==> config.mk <==
export PLATFORM = sky130hd
export DESIGN_NAME = ll8_arb4
export DESIGN_NICKNAME = d
export VERILOG_FILES = /design/src/rtl/ll8_arb4_pkg.sv /design/src/rtl/rr_pick4.sv /design/src/rtl/ll8_arb4.sv
export SDC_FILE = /design/constraint.sdc
export NUM_CORES = 1
export LEC_CHECK = 0
export ABC_AREA = 1
export CAP_MARGIN = 25
export CORE_UTILIZATION = 41
export CTS_BUF_LIST = sky130_fd_sc_hd__clkbuf_8
export CTS_CLUSTER_DIAMETER = 50
export CTS_CLUSTER_SIZE = 8
export DETAILED_ROUTE_END_ITERATION = 7
export GPL_TIMING_DRIVEN = 0
export PLACE_DENSITY = 0.71
export SYNTH_ARGS = -nofsm -noshare
export SYNTH_HDL_FRONTEND = slang
export SYNTH_HIERARCHICAL = 1
export SYNTH_SLANG_ARGS = --single-unit
==> constraint.sdc <==
create_clock -name clk -period 3.84 [get_ports clk]
set_input_delay 0.768 -clock clk [delete_from_list [all_inputs] [get_ports clk]]
set_output_delay 0.768 -clock clk [all_outputs]
set_load 0.05 [all_outputs]
==> src/rtl/ll8_arb4_pkg.sv <==
// Shared constants for the 4-port LocalLink byte arbiter.
// State encodings and arbitration mode values.
package ll8_arb4_pkg;

  localparam logic [0:0] ST_IDLE   = 1'b0;
  localparam logic [0:0] ST_ACTIVE = 1'b1;

  localparam int PRIO_FIXED = 1;

endpackage

==> src/rtl/rr_pick4.sv <==
// Combinational 4-way candidate picker: round-robin or fixed priority.
// Round-robin searches upward from last+1, wrapping, ending at last.
module rr_pick4 (
  input  logic [3:0] req,
  input  logic [1:0] last,
  input  logic       mode,
  output logic       valid,
  output logic [1:0] idx
);

  logic [1:0] j;

  always_comb begin
    valid = |req;
    idx   = 2'd0;
    j     = 2'd0;
    // Walk from farthest to nearest so the nearest hit wins.
    for (int k = 3; k >= 0; k--) begin
      if (mode) begin
        if (req[k]) idx = 2'(k);
      end else begin
        j = last + 2'(k + 1);
        if (req[j]) idx = j;
      end
    end
  end

endmodule

==> src/rtl/ll8_arb4.sv <==
// 4-port to 1 LocalLink 8-bit packet arbiter with packet lock,
// stall watchdog, sof error flag and packet counter.
module ll8_arb4
  import ll8_arb4_pkg::*;
#(
  parameter int PRIO_MODE = 0,
  parameter int TIMEOUT   = 1024
) (
  input  logic        clk,
  input  logic        reset,
  input  logic        clear,
  input  logic [3:0]  enable,
  input  logic [31:0] in_data,
  input  logic [3:0]  in_sof,
  input  logic [3:0]  in_eof,
  input  logic [3:0]  in_src_rdy,
  output logic [3:0]  in_dst_rdy,
  output logic [7:0]  out_data,
  output logic        out_sof,
  output logic        out_eof,
  output logic        out_src_rdy,
  input  logic        out_dst_rdy,
  output logic [1:0]  grant_o,
  output logic        busy_o,
  output logic [15:0] pkt_count_o,
  output logic        sof_err_o,
  output logic        stall_o
);

  localparam int CW = (TIMEOUT > 1) ? $clog2(TIMEOUT) : 1;
  localparam logic [CW-1:0] STALL_LAST =
    CW'((TIMEOUT > 0) ? TIMEOUT - 1 : 0);

  logic [0:0]    state_q, state_d;
  logic [1:0]    grant_q, grant_d;
  logic [15:0]   pkt_q, pkt_d;
  logic          sof_err_q, sof_err_d;
  logic          stall_q, stall_d;
  logic          first_q, first_d;
  logic [CW-1:0] scnt_q, scnt_d;

  logic          active;
  logic          src_g;
  logic          xfer;
  logic          pick_v;
  logic [1:0]    pick_idx;

  rr_pick4 u_pick (
    .req   (in_src_rdy & enable),
    .last  (grant_q),
    .mode  (PRIO_MODE == PRIO_FIXED),
    .valid (pick_v),
    .idx   (pick_idx)
  );

  assign active = (state_q == ST_ACTIVE);
  assign src_g  = in_src_rdy[grant_q];

  // Clear gates the handshake at once so nothing moves in its cycle.
  assign out_src_rdy = active & src_g & ~clear;
  assign in_dst_rdy  = (active && !clear && out_dst_rdy)
                     ? (4'b0001 << grant_q) : 4'b0000;
  assign out_data    = in_data[{grant_q, 3'b000} +: 8];
  assign out_sof     = in_sof[grant_q];
  assign out_eof     = in_eof[grant_q];
  assign xfer        = out_src_rdy & out_dst_rdy;

  assign grant_o     = grant_q;
  assign busy_o      = active;
  assign pkt_count_o = pkt_q;
  assign sof_err_o   = sof_err_q;
  assign stall_o     = stall_q;

  always_comb begin
    state_d   = state_q;
    grant_d   = grant_q;
    pkt_d     = pkt_q;
    sof_err_d = sof_err_q;
    stall_d   = 1'b0;
    first_d   = first_q;
    scnt_d    = scnt_q;
    unique case (state_q)
      ST_IDLE: begin
        if (pick_v) begin
          state_d = ST_ACTIVE;
          grant_d = pick_idx;
          first_d = 1'b1;
          scnt_d  = '0;
        end
      end
      ST_ACTIVE: begin
        if (xfer) begin
          scnt_d  = '0;
          first_d = 1'b0;
          if (out_sof && !first_q) sof_err_d = 1'b1;
          if (out_eof) begin
            state_d = ST_IDLE;
            pkt_d   = pkt_q + 16'd1;
          end
        end else if (!src_g && TIMEOUT != 0) begin
          if (scnt_q == STALL_LAST) begin
            stall_d = 1'b1;
            scnt_d  = '0;
          end else begin
            scnt_d = scnt_q + CW'(1);
          end
        end
      end
      default: ;
    endcase
  end

  always_ff @(posedge clk or posedge reset) begin
    if (reset) begin
      state_q   <= ST_IDLE;
      grant_q   <= 2'd3;
      pkt_q     <= '0;
      sof_err_q <= 1'b0;
      stall_q   <= 1'b0;
      first_q   <= 1'b0;
      scnt_q    <= '0;
    end else if (clear) begin
      state_q   <= ST_IDLE;
      grant_q   <= 2'd3;
      pkt_q     <= '0;
      sof_err_q <= 1'b0;
      stall_q   <= 1'b0;
      first_q   <= 1'b0;
      scnt_q    <= '0;
    end else begin
      state_q   <= state_d;
      grant_q   <= grant_d;
      pkt_q     <= pkt_d;
      sof_err_q <= sof_err_d;
      stall_q   <= stall_d;
      first_q   <= first_d;
      scnt_q    <= scnt_d;
    end
  end

endmodule

==> flow_summary.yaml, run 1 <==
floorplan:
  pin_count: 88
  floorplan.initialDensity: 0.427
  core_area_um2: 5920
  die_x_um: 80.6
  num_rows: 28
  floorplan.die_area_um2: 6490
  fp.dieH_um: 80.6
drt:
  antenna_left: 0
  totalWireLength_um: 7060
  dr_total_vias: 2776
  drt_iter0_drc: 189
  routed_via_density: 5.06
  remaining_drc_errors: 0
  firstDrtPassIters: 4
  routed_wire_length_per_instance_um: 12.9
synth:
  number_of_distinct_standard_cells_referenced_by_the_synthesized_netlist: 35
  ys_async_sr_fraction: 1.00
  ys_warn_count: 6
  dominantRegCellSynth: "dfrtp_1"
  synth_seq_cells: 32
  syn_avg_cell_area_um2: 6.73
  synthesis.area_um2: 2530
  post_synth_edffs: 0
  synth_seq_area_share: 0.318
  synth_cells: 376
timing:
  fmaxAchievable_ghz: 0.271
  max_slew_margin: 0.632
  post-route-worst-setup-slack_ps: 155
  final_max_slew_viol_count: 0
  final_setup_violation_count: 0
  clock_tree_skew_after_final_layout_ps: 4.75
  post_route_minimum_period_ps: 3680
  worst_slew_pin_slew_ps: 548
  timing.final.crit_share: 0.960
  final-hold-violation-count: 0
  fin_setup_tns_ps: 0
  setup_repair_after_global_routing_missed_its_margin: "false"
global_route:
  grt_remaining_overflow: 0
  grt_start_max_net_pins: 22
  global_route_wire_length_before_repair_um: 11800
  first_global_vias: 2658
  antenna_found_initial: 0
  global_route.usage.total: 0.232
final_layout:
  final_layout_size_suffix_gt1_frac: 0.0886
  antennaDiodeCount: 0
  fillers: 564
  multiInputGateArea_um2: 1490
  nNetsFinal: 527
  final_cell_count_no_fill: 549
  sequential_cell_area_in_the_final_layout_um2: 803
  area.growth.synth_to_final_pct: 43.2
cts:
  cts_resized: 0
  cts_sinks: 32
  ctsHoldBuffers: 0
  clk-insertion-delay-late_ps: 280
  cts-root-to-sink-buffers: 2
  post-cts-setup-buffer-count: 0
  cts_tree: "done"
  clk_transition_reported_paths_ps: 70
  cts_made_buffers: 5
  cts-root-buf: "clkbuf_8"
  cts_htree_levels: 2
pwr:
  powerDensity_nw_per_um2: 321
  power_leakage_nw: 1.63
  ir_worst_vdd_uv: 211
outcome:
  run_status: "finished, final reports clean"
critical_path:
  critPathTopFamily: "buffers and inverters"
  timing.critical_path.mode_cell: "clkdlybuf4s50_1"
  path_cells: "clkdlybuf4s50_1 > inv_4 > nand2_4 > nor2_4 > inv_1 > nor3_1 > clkdlybuf4s50_1"
  number_of_buffers_and_inverters_on_the_critical_path: 4
  setup.reg_to_reg.worst_slack_ps: 2010
  worstSetupPathType: "input port to output port"
  slowest_delay_ps: 850
  worst_setup_path_end_kind: "output port"
  r2r_start: "grant_o[0]"
  critPathRequiredTime_ps: 3070
  worst-path-max-fanout: 7
  critPathSlowestCell: "clkdlybuf4s50_1"
  critPathLaunch: "clear"
  cp.arrival_ps: 2920
  timing.critical_path.from_type: "input port"
placement:
  dp_slack_ps: 162
  port-buffer-count: 87
  routabilityCongestion: 0.888
  dp.final_hpwl_um: 5600
  dpl.cell_count: 541
worst_hold_path:
  hold_path_class: "flip-flop to flip-flop"
  hold_start: "scnt_q[1]"
flow_run:
  maxCapViolations: 0
## worst paths after layout
path | to | cells past startpoint
setup reg to reg | pkt_count_o[8] | 8
hold reg to reg | scnt_q[1] | 2
min in group asynchronous | pkt_count_o[14] | 2
max in group asynchronous | grant_o[0] | 3
setup / recovery | in_dst_rdy[2] | 7
hold / removal | scnt_q[1] | 2
## cells by family (layout without fill, tap and decap cells)
| family | count (synthesis) | after routing | synth area share |
|---|---|---|---|
| simple gates | 240 | 240 | 0.447 |
| xor+xnor | 7 | 7 | 0.0242 |
| buf+inv | 54 | 150 | 0.0979 |
| flops | 32 | 32 | 0.318 |
| other cells | 1 | 3 | 0.00148 |
| fa+ha+maj | 2 | 2 | 0.00989 |
| compound gates | 40 | 40 | 0.102 |
## through the flow
stage / hold slack [ps] / cell area (um2) / power, mW / util
after floorplan: 433 / 2540 / 0.709 / -
after global placement: 462 / 3500 / 0.884 / 0.592
after detailed placement: 501 / 3530 / 0.895 / 0.596
after CTS: 519 / 3620 / 1.17 / 0.612
after global routing: 547 / 3620 / 1.21 / 0.612
final: 515 / 3620 / 1.16 / 0.612
## where the power goes
group          internal (mW)  switching (mW)
Combinational          0.188           0.330
Clock                  0.143           0.131
Sequential             0.353          0.0179
Total                  0.683           0.478
## flip-flops by register name, indices dropped and copies added, names as in the netlist
signal,cells
grant_o,2
first_q,1
stall_o,1
pkt_count_o,16
busy_o,1
sof_err_o,1
scnt_q,10
## placed cells by master (no fill, tap or decap), drive strengths merged, types with 4 or more instances in the layout
cell type,n
clkbuf,9
xor2,4
clkdlybuf4s50,87
o21ai,23
inv,46
buf,6
nor3,9
a21oi,6
nand4,14
nor2,34
nand3,52
a22oi,8
dfrtp,30
nand2,125
## synthesized netlist by cell type (4+ instances only)
library cell / n / area share
nand2_1: 115 / 0.17
nand3_1: 50 / 0.099
inv_1: 43 / 0.064
nor2_1: 31 / 0.046
dfrtp_1: 30 / 0.30
nand4_1: 13 / 0.032
o21ai_1: 10 / 0.020
nor3_1: 9 / 0.018
a22oi_1: 8 / 0.024
o21ai_0: 7 / 0.014
a21oi_1: 6 / 0.012
nand2_2: 6 / 0.015
buf_6: 5 / 0.022
o21ai_2: 5 / 0.017
nand2_4: 4 / 0.018
xor2_1: 4 / 0.014
## layer usage
metal / track usage / wire [um] / vias to the layer above
met1: 0.293 / 3180 / 1272
met2: 0.402 / 3550 / 64
met4: 0.0679 / 114 / 0
met3: 0.0409 / 218 / 13
met5: 0 / 0 / -
li1: - / - / 1427
## worst register-to-register path, stage by stage, from the launching register on
cell and delay, ps:
dfstp_2 570, buf_6 160, inv_6 50, nor2_4 230, nand2_1 150, nand4_4 120, nor2b_1 290, nand3_1 110
o21ai_0 80
## final cells by class
class / count / share of cell area
flip-flops and latches: 32 / 0.222
plain buffers: 8 / 0.0187
clock inverters: 2 / 0.00276
clock buffers: 6 / 0.0228
multi-input cells: 292 / 0.410
repair buffers: 88 / 0.248
inverters: 46 / 0.0497
well taps: 75 / 0.0259
Note: power is estimated with default switching activity, not from simulation.
==> run 2: changes to the inputs <==
Clock period 3.84 ns to 4.7 ns, I/O delays scaled along.
==> results of run 2 <==
Same layout as run 1 (identical final DEF). Status: finished, final reports clean.
Main changes from that run: setup slack after placement 162 ps -> 678 ps; setup slack after layout 155 ps -> 671 ps; register-to-register setup slack 2010 ps -> 2870 ps; total power 1.16 mW -> 0.949 mW; worst IR drop on VDD 211 uV -> 172 uV
==> run 3: changes to the inputs <==
Settings changed: CAP_MARGIN 25 to 5, GPL_ROUTABILITY_DRIVEN from default to 0.
==> flow_summary.yaml, run 3 (same netlist as run 1, synthesis figures left out) <==
outcome:
  run_status: "finished, final reports clean"
critical_path:
  cp.arrival_ps: 3100
  worst-path-max-fanout: 7
  timing.critical_path.mode_cell: "clkdlybuf4s50_1"
  critPathTopFamily: "buffers and inverters"
  number_of_buffers_and_inverters_on_the_critical_path: 4
  critPathSlowestCell: "clkdlybuf4s50_1"
  worstSetupPathType: "input port to output port"
  path_cells: "clkdlybuf4s50_1 > inv_4 > nand2_4 > nor2_4 > inv_1 > nor3_1 > clkdlybuf4s50_1"
  critPathLaunch: "clear"
  critPathRequiredTime_ps: 3760
  r2r_start: "grant_o[0]"
  slowest_delay_ps: 850
  worst_setup_path_end_kind: "output port"
  timing.critical_path.from_type: "input port"
drt:
  drt_iter0_drc: 143
  routed_via_density: 5.04
  antenna_left: 0
  totalWireLength_um: 7010
  dr_total_vias: 2765
  remaining_drc_errors: 0
  routed_wire_length_per_instance_um: 12.8
  firstDrtPassIters: 4
final_layout:
  sequential_cell_area_in_the_final_layout_um2: 803
  nNetsFinal: 527
  multiInputGateArea_um2: 1490
  fillers: 558
  max_ffs_per_register: 16
  layout.cells.most_common_list: "nand2_1 (115), clkdlybuf4s50_1 (87), nand3_1 (50), inv_1 (42), nor2_1 (31)"
  design_area_um2: 3610
  final_layout_size_suffix_gt1_frac: 0.0886
  area.growth.synth_to_final_pct: 42.9
  layout_commonest_cell: "nand2_1"
  antennaDiodeCount: 0
placement:
  dp.final_hpwl_um: 5520
  placed_area_um2: 3500
  dp_slack_ps: 671
  port-buffer-count: 87
floorplan:
  fp.dieH_um: 80.6
  pin_count: 88
  core_area_um2: 5920
  die_x_um: 80.6
  floorplan.die_area_um2: 6490
  num_rows: 28
  floorplan.initialDensity: 0.427
cts:
  clk-insertion-delay-late_ps: 280
  cts-root-to-sink-buffers: 2
  cts_sinks: 32
  cts_made_buffers: 5
  post-cts-setup-buffer-count: 0
  clk_transition_reported_paths_ps: 70
  cts_resized: 0
  cts_tree: "done"
  ctsHoldBuffers: 0
  cts-root-buf: "clkbuf_8"
  cts_htree_levels: 2
global_route:
  antenna_found_initial: 0
  grt_remaining_overflow: 0
  first_global_vias: 2570
  grt_start_max_net_pins: 33
  global_route.usage.total: 0.228
  global_route_wire_length_before_repair_um: 11500
worst_hold_path:
  hold_start: "first_q"
  hold_path_class: "flip-flop to flip-flop"
timing:
  worst_slew_pin_slew_ps: 546
  fin_setup_tns_ps: 0
  setup_repair_after_global_routing_missed_its_margin: "false"
  timing.final.crit_share: 0.859
  post-route-worst-setup-slack_ps: 662
  max_slew_margin: 0.633
  fmaxAchievable_ghz: 0.248
  final_max_slew_viol_count: 0
  clock_tree_skew_after_final_layout_ps: 3.15
  final-hold-violation-count: 0
  final_setup_violation_count: 0
  post_route_minimum_period_ps: 4040
flow_run:
  maxCapViolations: 0
pwr:
  power_leakage_nw: 1.63
  powerDensity_nw_per_um2: 262
  ir_worst_vdd_uv: 162
## run 3: cell types whose count changed in the layout (fill, tap and decap cells not counted)
| cell | previous run | this run |
|---|---|---|
| buf_12 | 0 | 1 |
| buf_16 | 1 | 0 |
| clkinv_1 | 0 | 1 |
| inv_1 | 43 | 42 |
## run 3: path summary, 6_finish.rpt
path                                        end  slack (ps)  cells past startpoint
worst max-delay path              in_dst_rdy[2]         660                      7
worst min-delay path                    first_q         520                      2
worst max register to register   pkt_count_o[8]        2870                      8
worst min register to register          first_q         520                      2
max in group asynchronous            grant_o[1]        3360                      3
min in group asynchronous       pkt_count_o[14]         870                      2
## run 3: per-layer routing
metal  GRT usage  vias up  routed length, um
li1            -     1419                  -
met4      0.0768        0                130
met5           0        -                  0
met2       0.404       63               3510
met1       0.277     1268               3120
met3      0.0375       15                241
## run 3: where the power goes
part / leakage [nW] / switching [mW] / internal (mW)
Sequential: 0.436 / 0.0149 / 0.288
Clock: 0.0510 / 0.107 / 0.117
Combinational: 1.14 / 0.268 / 0.153
## run 3: cell type report
type                       instances  share of cell area
multi-input combinational        292               0.411
timing repair buffer              88               0.246
sequential                        32               0.222
inverter                          46              0.0498
tap                               75              0.0260
clock buffer                       6              0.0228
buffer                             8              0.0187
clock inverter                     2             0.00277
## run 3: worst reg2reg max path: cells and delay by family, from the launching register on
| family | cells | cell delay (ps) |
|---|---|---|
| buffers and inverters | 2 | 210 |
| AOI/OAI and AO/OA | 1 | 90 |
| and+or+nand+nor | 5 | 880 |
| DFF | 1 | 570 |
## run 3: stage by stage
stage | utilization | power (mW) | hold WS, ps | std cells
detailed placement | 0.592 | 0.728 | 501 | 540
floorplan | - | 0.579 | 433 | 378
global placement | 0.592 | 0.723 | 462 | 540
finish | 0.611 | 0.947 | 518 | 549
global route | 0.611 | 0.994 | 547 | 549
CTS | 0.607 | 0.952 | 519 | 548
